[src/rtl/cordic_vectoring.sv]
// Pipelined-in-time CORDIC vectoring engine: (x, y) Q2.14 -> magnitude and atan2 angle, Q4.14.
// Define GAIN_COMP_EN to add a one-cycle 1/K multiply so mag_out approximates the true magnitude.
module cordic_vectoring #(
   parameter int DATA_WIDTH = 16,
   parameter int ITER       = 16
) (
   input  logic                         clk,
   input  logic                         rst_n,
   input  logic                         in_valid,
   output logic                         in_ready,
   input  logic signed [DATA_WIDTH-1:0] x_in,
   input  logic signed [DATA_WIDTH-1:0] y_in,
   output logic                         out_valid,
   input  logic                         out_ready,
   output logic signed [DATA_WIDTH+1:0] mag_out,
   output logic signed [DATA_WIDTH+1:0] ang_out
);

   localparam int W = DATA_WIDTH + 2;

   // atan(2^-i) in Q2.14; entry i sits at bits [16*i +: 16]
   localparam logic [255:0] ATAN_TAB = {
      16'h0001, 16'h0001, 16'h0002, 16'h0004, 16'h0008, 16'h0010, 16'h0020, 16'h0040,
      16'h0080, 16'h0100, 16'h0200, 16'h03FF, 16'h07F5, 16'h0FAE, 16'h1DAC, 16'h3244
   };
   localparam logic signed [W-1:0] PI_POS = W'(51472);
   localparam logic signed [W-1:0] PI_NEG = -PI_POS;

   typedef enum logic [1:0] {
      S_IDLE = 2'd0,
      S_RUN  = 2'd1,
`ifdef GAIN_COMP_EN
      S_COMP = 2'd3,
`endif
      S_DONE = 2'd2
   } state_t;

   state_t r_state;
   state_t w_state_next;

   logic signed [W-1:0] r_x, r_y, r_z;
   logic signed [W-1:0] r_mag, r_ang;
   logic [3:0]          r_iter;
   logic                r_zero;

   logic signed [W-1:0] w_atan [16];
   logic signed [W-1:0] w_x_ext, w_y_ext;
   logic signed [W-1:0] w_x_pre, w_y_pre, w_z_pre;
   logic signed [W-1:0] w_x_sh, w_y_sh;
   logic signed [W-1:0] w_x_nx, w_y_nx, w_z_nx;
   logic                w_dir_neg;
   logic                w_last;
   logic                w_accept;

   genvar gi;
   generate
      for (gi = 0; gi < 16; gi++) begin : g_atan
         assign w_atan[gi] = W'(ATAN_TAB[gi*16 +: 16]);
      end
   endgenerate

   assign w_x_ext  = {{2{x_in[DATA_WIDTH-1]}}, x_in};
   assign w_y_ext  = {{2{y_in[DATA_WIDTH-1]}}, y_in};
   assign w_last   = (r_iter == 4'(ITER - 1));
   assign w_accept = in_valid & in_ready;

   // Left half-plane operands are rotated by pi first; negation happens in the extended width
   always_comb begin
      w_x_pre = w_x_ext;
      w_y_pre = w_y_ext;
      w_z_pre = '0;
      if (x_in[DATA_WIDTH-1]) begin
         w_x_pre = -w_x_ext;
         w_y_pre = -w_y_ext;
         w_z_pre = y_in[DATA_WIDTH-1] ? PI_NEG : PI_POS;
      end
   end

   assign w_dir_neg = r_y[W-1];
   assign w_x_sh    = r_x >>> r_iter;
   assign w_y_sh    = r_y >>> r_iter;
   assign w_x_nx    = w_dir_neg ? (r_x - w_y_sh) : (r_x + w_y_sh);
   assign w_y_nx    = w_dir_neg ? (r_y + w_x_sh) : (r_y - w_x_sh);
   assign w_z_nx    = w_dir_neg ? (r_z - w_atan[r_iter]) : (r_z + w_atan[r_iter]);

   always_ff @(posedge clk or negedge rst_n) begin
      if (!rst_n) begin
         r_state <= S_IDLE;
      end else begin
         r_state <= w_state_next;
      end
   end

   always_comb begin
      w_state_next = r_state;
      in_ready     = 1'b0;
      out_valid    = 1'b0;
      case (r_state)
         S_IDLE: begin
            in_ready = 1'b1;
            if (in_valid) begin
               w_state_next = S_RUN;
            end
         end
         S_RUN: begin
            if (w_last) begin
`ifdef GAIN_COMP_EN
               w_state_next = S_COMP;
`else
               w_state_next = S_DONE;
`endif
            end
         end
`ifdef GAIN_COMP_EN
         S_COMP: begin
            w_state_next = S_DONE;
         end
`endif
         S_DONE: begin
            out_valid = 1'b1;
            if (out_ready) begin
               w_state_next = S_IDLE;
            end
         end
         default: begin
            w_state_next = S_IDLE;
         end
      endcase
   end

`ifdef GAIN_COMP_EN
   localparam logic signed [W-1:0]   GAIN_INV = W'(39797);
   localparam logic signed [2*W-1:0] GAIN_RND = (2*W)'(32768);
   logic signed [2*W-1:0] w_prod;
   assign w_prod = r_x * GAIN_INV;
`endif

   always_ff @(posedge clk or negedge rst_n) begin
      if (!rst_n) begin
         r_x    <= '0;
         r_y    <= '0;
         r_z    <= '0;
         r_iter <= '0;
         r_zero <= 1'b0;
         r_mag  <= '0;
         r_ang  <= '0;
      end else if (w_accept) begin
         r_x    <= w_x_pre;
         r_y    <= w_y_pre;
         r_z    <= w_z_pre;
         r_iter <= '0;
         r_zero <= (x_in == '0) && (y_in == '0);
      end else if (r_state == S_RUN) begin
         r_x    <= w_x_nx;
         r_y    <= w_y_nx;
         r_z    <= w_z_nx;
         r_iter <= r_iter + 4'd1;
`ifndef GAIN_COMP_EN
         // A zero vector never steers y, so z would collect every table entry; report 0 instead
         if (w_last) begin
            r_mag <= w_x_nx;
            r_ang <= r_zero ? '0 : w_z_nx;
         end
`endif
      end
`ifdef GAIN_COMP_EN
      else if (r_state == S_COMP) begin
         r_mag <= W'((w_prod + GAIN_RND) >>> 16);
         r_ang <= r_zero ? '0 : r_z;
      end
`endif
   end

   assign mag_out = r_mag;
   assign ang_out = r_ang;

endmodule

[config.mk]
export PLATFORM = sky130hd
export DESIGN_NAME = cordic_vectoring
export DESIGN_NICKNAME = d
export VERILOG_FILES = /design/src/rtl/cordic_vectoring.sv
export SDC_FILE = /design/constraint.sdc
export NUM_CORES = 1
export LEC_CHECK = 0
export ABC_CLOCK_PERIOD_IN_PS = 5800
export BUFFER_PORTS_ARGS = -buffer_cell sky130_fd_sc_hd__buf_2
export CAP_MARGIN = 20
export CORE_UTILIZATION = 55
export DETAILED_ROUTE_END_ITERATION = 7
export HOLD_SLACK_MARGIN = 0.12
export PLACE_DENSITY_LB_ADDON = 0.08
export SYNTH_ARGS = -nofsm -noshare
export SYNTH_HDL_FRONTEND = slang
export SYNTH_SLANG_ARGS = --single-unit
[constraint.sdc]
create_clock -name clk -period 5.8 [get_ports clk]
set_input_delay 1.16 -clock clk [delete_from_list [all_inputs] [get_ports clk]]
set_output_delay 1.16 -clock clk [all_outputs]
set_load 0.02 [all_outputs]
### Word-level counts from Yosys, hierarchy flattened

Memory sizes are Yosys's and may differ from the RTL's.
Index checks and enable logic that the tools add are counted.
W data, S select, Z words.

* bits in read-only memories: 288
* register bits: 97
* output and inout bits: 38
* logic and storage cells: 61
* memories: 1

Memory list
* (name not given): words 16, bits a word 18, rd ports 1, clocked after Yosys merged registers in 0, wr ports 0, line 84 `assign w_z_nx = w_dir_neg ? (r_z - w_atan[r_iter]) : (r_z + w_atan[r_iter]);`

* bitwise gates (word level): 3
* $lt $le $gt $ge: 1
* muxes and demuxes: 24
* eq/ne operators: 6
* reductions and logical operators: 7
* add/subtract/negate cells: 9
* shift-type cells: 2

Operators by type and width (number)
* $mux W18: 16
* $add A18 B18 Y18: 3
* $sub A18 B18 Y18: 3
* $neg A16 Y18: 2
* $sshr A18 B4 Y18: 2
* $logic_not A16 Y1: 2
* $mux W4: 2
* $mux W2: 3
* $ne A2 B2 Y1 const B: 3
* $pmux W2 S3: 1
* $reduce_and A3 Y1: 2
* $ge A5 B5 Y1 const B: 1
* $not A4 Y5: 1
* $add A4 B1 Y4 const B: 1
* $eq A4 B4 Y1 const B: 1
* $eq A2 B1 Y1 const B: 1
* $eq A2 B2 Y1 const B: 1
* $logic_not A2 Y1: 1
* $mux W1: 2
* $reduce_bool A2 Y1: 1
* $and A1 B1 Y1: 1
* $logic_and A1 B1 Y1: 1
* $not A1 Y1: 1

### Logic depth before layout (Yosys ltp)

* depth after elaboration: 8
* mapped depth: 23

### Worst setup path after synthesis

OpenSTA, ideal clock, no wires.

* kind: register to register
* from: register r_iter[1]
* to: register r_ang[16], in the netlist ang_out[16]
* cell stages (with the launch flop): 23
* arrival: 4.527 ns
* period minus slack after synthesis: 4.648 ns
* data required time: 5.679 ns
* path slack: 1.152 ns
* library setup time: 0.121 ns
* cell sequence: dfrtp_1 buf_6 buf_2 buf_4 buf_2 inv_1 ha_1 nor2b_1 nand2_1 o21ai_0 nor2_1 nand3_1 o21ai_0 o21ai_0 xnor2_1 ha_1 or3_1 o21ai_0 a31oi_1 a2111oi_0 nor2_1 xnor2_1 a22o_1

* word-level cells in the longest chain between the ends: 7
* elaborated cells between the ends (all ways): 10
* those cells by class: 2 x add/sub; 1 x eq/ne; 4 x mux; 1 x bitwise; 1 x reduce/logical; 1 x memory

Ends and longest elaborated chain
* start, declared: line 43 `logic [3:0] r_iter;`
* start signal, assigned: line 157 `r_iter <= r_iter + 4'd1;`
* $not A4 Y5 (not written as such): line 84
* $mem_v2 Z16 W18
* $mux W18 (not written as such) (2 in a row): line 84
* $add A18 B18 Y18 / $sub A18 B18 Y18 (equally long branches): line 84
* $mux W18: line 84
* $mux W18: line 162 `r_ang <= r_zero ? '0 : w_z_nx;`
* end signal, assigned: line 162
* end, declared: line 42 `logic signed [W-1:0] r_mag, r_ang;`

Parallel ways exist; a longest one is shown, timed or not. The select of a mux whose other input is x is not followed.
A chain may end at the register's enable or synchronous reset.

### Worst setup path after layout

* from: register r_iter[0]
* to: register r_x[12]

* word-level cells in the longest chain between the ends: 5
* elaborated cells between the ends (all ways): 6
* those cells by class: 2 x add/sub; 1 x shift; 3 x mux

Ends and longest elaborated chain
* $sshr A18 B4 Y18 (*): line 81 `assign w_y_sh = r_y >>> r_iter;`
* $add A18 B18 Y18 / $sub A18 B18 Y18 (equally long branches): line 82 `assign w_x_nx = w_dir_neg ? (r_x - w_y_sh) : (r_x + w_y_sh);`
* $mux W18 (*): line 82
* $mux W18 (*): line 153 `end else if (r_state == S_RUN) begin`
* $mux W18 (*): line 147 `end else if (w_accept) begin`
* end signal, assigned: line 148 `r_x <= w_x_pre;`
* end signal, assigned: line 154 `r_x <= w_x_nx;`
* end, declared: line 41 `logic signed [W-1:0] r_x, r_y, r_z;`

Mark *: on every way between the ends. The rest lies on a longest branch, timed or not. The select of a mux whose other input is x is not followed.

==> flow_metrics.tcl <==
set metrics [dict create \
    synth_cell_types 76 \
    critPathArrivalTime_ps 5690 \
    worstRegToRegCells 16 \
    die_w_um 137 \
    overflow 0 \
    rsz0062_at_grt "false" \
    cts-hold-fix-buffers 0 \
    ys.flop_type "dfrtp_1" \
    r2r-start "r_iter[0]" \
    synth_top_cell_by_area "dfrtp_1" \
    cts_resized 0 \
    synth_fp_nets 1274 \
    cts_setup_buffers 0 \
    post_drt_wl_per_cell_um 20.1 \
    crit_required_ps 6030 \
    num_antenna_cells 0 \
    yosys-top-cells-area "dfrtp_1, ha_1, xnor2_1" \
    cap_violations 0 \
    numCtsBuffers 9 \
    rows 48 \
    register_area_um2 2430 \
    fin_tns_setup_ps 0 \
    maxSlewViolCount 0 \
    fin_util_pct 61.9 \
    r2r_slack_ps 350 \
    core_um2 17500 \
    ios 74 \
    cts_sinks 97 \
    syn_area_um2 10000 \
    skew_ps 11.0 \
    clock_latency_ps 360 \
    crit_fanout 25 \
    clockBufferDepth 2 \
    routed_wl_mm 29.1 \
    nNetsFinal 1318 \
    layout_min_cycle_time_ps 5450 \
    hp-class "flop to flop" \
    gp_congestion 0.946 \
    synth_edf_count 0 \
    path_clk_slew_ps 70 \
    io_buffers 73 \
    avgSynthCellArea_um2 8.54 \
    grt.total_usage_pct 31.9 \
    start_util_pct 57.0 \
    drt_pass1_iterations 5 \
    fin_crit_sh_pct 94.0 \
    drtAntennaViolNets 0 \
    synth.top_cell.area_share_pct 24.3 \
    drt_iter0_drc 772 \
    cts_tree "built" \
    multi_input_area_um2 7090 \
    fillers 1609 \
    tightest_slew_ps 954 \
    worstSetupEndpointType "flop" \
    crit_start "r_iter[0]" \
    r2r-end "r_x[12]" \
    yosysSeqAreaShare_pct 24.3 \
    worstSetupPathType "flop to flop" \
    root_buffer "clkbuf_16" \
    grt_pass1_vias 8559 \
    hold_depth 2 \
    grt_max_degree 63 \
    drive_above_1_share_pct 14.9 \
    hold_violations 0 \
    max_freq_mhz 183 \
    finalSetupViolations 0 \
    synth_warnings 0 \
    hold_end "ang_out[0]" \
    start_kind "flop" \
    grt_antenna_before_repair 0 \
    min_from "ang_out[0]" \
    dieHeight_um 137 \
    area_delta_synth_final_pct 8.64 \
    htree_num_levels 3 \
    grt_pass1_wl_mm 45.9 \
    die-area_um2 18700 \
    vias 9268 \
    synth_seq_cells 97 \
    vias_per_cell 6.41 \
    synth_commonest_cells "nor2_1, nand2_1, dfrtp_1, a21oi_1, o21ai_0" \
    yosys.cell_count.top_type "nor2_1" \
    dpl.hpwl_mm 21.8 \
    async_flop_share_pct 100 \
    outcome "finished, final reports clean" \
    netlist_instances 1171 \
    drc_errors 0 \
    relSlewSlack_pct 36.2 \
]
through the flow:
step / area (µm²) / setup slack [ps] / std cells / hold WS, ps
floorplan: 10000 / 1150 / 1171 / 469
global placement: 10600 / 571 / 1429 / 458
detailed placement: 10600 / 447 / 1429 / 460
CTS: 10900 / 429 / 1445 / 476
global route: 10900 / 81.0 / 1445 / 525
finish: 10900 / 349 / 1445 / 475
metal layers:
metal / up-vias / routed length, µm / GRT usage (%)
met2: 327 / 13700 / 52.4
met5: - / 0 / 0
met4: 0 / 751 / 10.3
met3: 49 / 1620 / 3.96
met1: 4508 / 13000 / 43.6
li1: 4384 / - / -
state kept, by name, indices dropped and copies added (netlist names):
register	flops
mag_out	18
r_iter	4
r_y	18
r_state	2
r_x	18
r_zero	1
r_z	18
ang_out	18
kinds of logic after synthesis:
kind of cell	synth area share, %
AND/OR/NAND/NOR	16.2
buffers and inverters	4.78
AO/OA/AOI/OAI	23.5
flip-flops	24.3
adder cells (fa/ha/maj)	8.61
multiplexers	13.2
XOR/XNOR	9.37
worst max path at each step:
stage	slack [ps]	endpoint
after floorplan	1150	ang_out[16]
after global placement	570	r_x[12]
after detailed placement	450	r_x[12]
after CTS	430	r_x[12]
after global routing	80	mag_out[14]
final	350	r_x[12]
area by class of cell:
cell class                 count  area share (%)
multi-input combinational    960            65.3
tap                          225            2.59
clock buffer                  11            2.24
inverter                      46            1.59
clock inverter                 5           0.565
sequential                    97            22.4
timing repair buffer         101            5.32
critical path, stage by stage, from the launching register on:
cell and delay (ps):
dfrtp_2 770, buf_4 320, mux4_2 530, a22o_1 250, a21o_4 210, nor4b_4 390
and2_1 230, nor2_1 60, xor2_1 180, ha_1 370, a21oi_1 220, o21ai_0 150
a2111oi_0 810, nor2_1 200, a31oi_1 240, xnor2_1 110, a221o_1 290
placed cells by master, fill, tap and decap left out, types with 5 or more instances in the layout:
cell type | synthesis | routed
a31oi_1 | 18 | 18
o31ai_1 | 18 | 18
a221o_1 | 11 | 11
mux4_2 | 20 | 20
xor2_1 | 49 | 49
mux2i_1 | 31 | 31
mux2_2 | 29 | 29
nand2b_1 | 17 | 17
o221ai_1 | 7 | 7
inv_1 | 45 | 45
a211oi_1 | 13 | 13
buf_2 | 10 | 72
a21o_1 | 16 | 16
or3_1 | 8 | 8
a22o_1 | 17 | 17
clkbuf_16 | 0 | 9
nor2_1 | 116 | 116
o21bai_1 | 5 | 5
xnor2_1 | 58 | 58
nor4_1 | 6 | 6
a21oi_1 | 82 | 82
nor2b_1 | 14 | 13
a22oi_1 | 12 | 12
nand2_1 | 107 | 107
o21a_1 | 16 | 16
mux4_1 | 9 | 9
nand4_1 | 5 | 5
dfrtp_1 | 97 | 95
o211ai_1 | 9 | 9
nand3_1 | 15 | 15
o21ai_0 | 71 | 71
and2_1 | 11 | 11
buf_4 | 1 | 29
o41ai_1 | 7 | 7
ha_1 | 64 | 64
o31a_1 | 5 | 5
o22ai_1 | 5 | 5
nor3_1 | 24 | 24
Power is not shown: default switching activity piles up to over one toggle a cycle in this logic, so the estimate is an artifact.
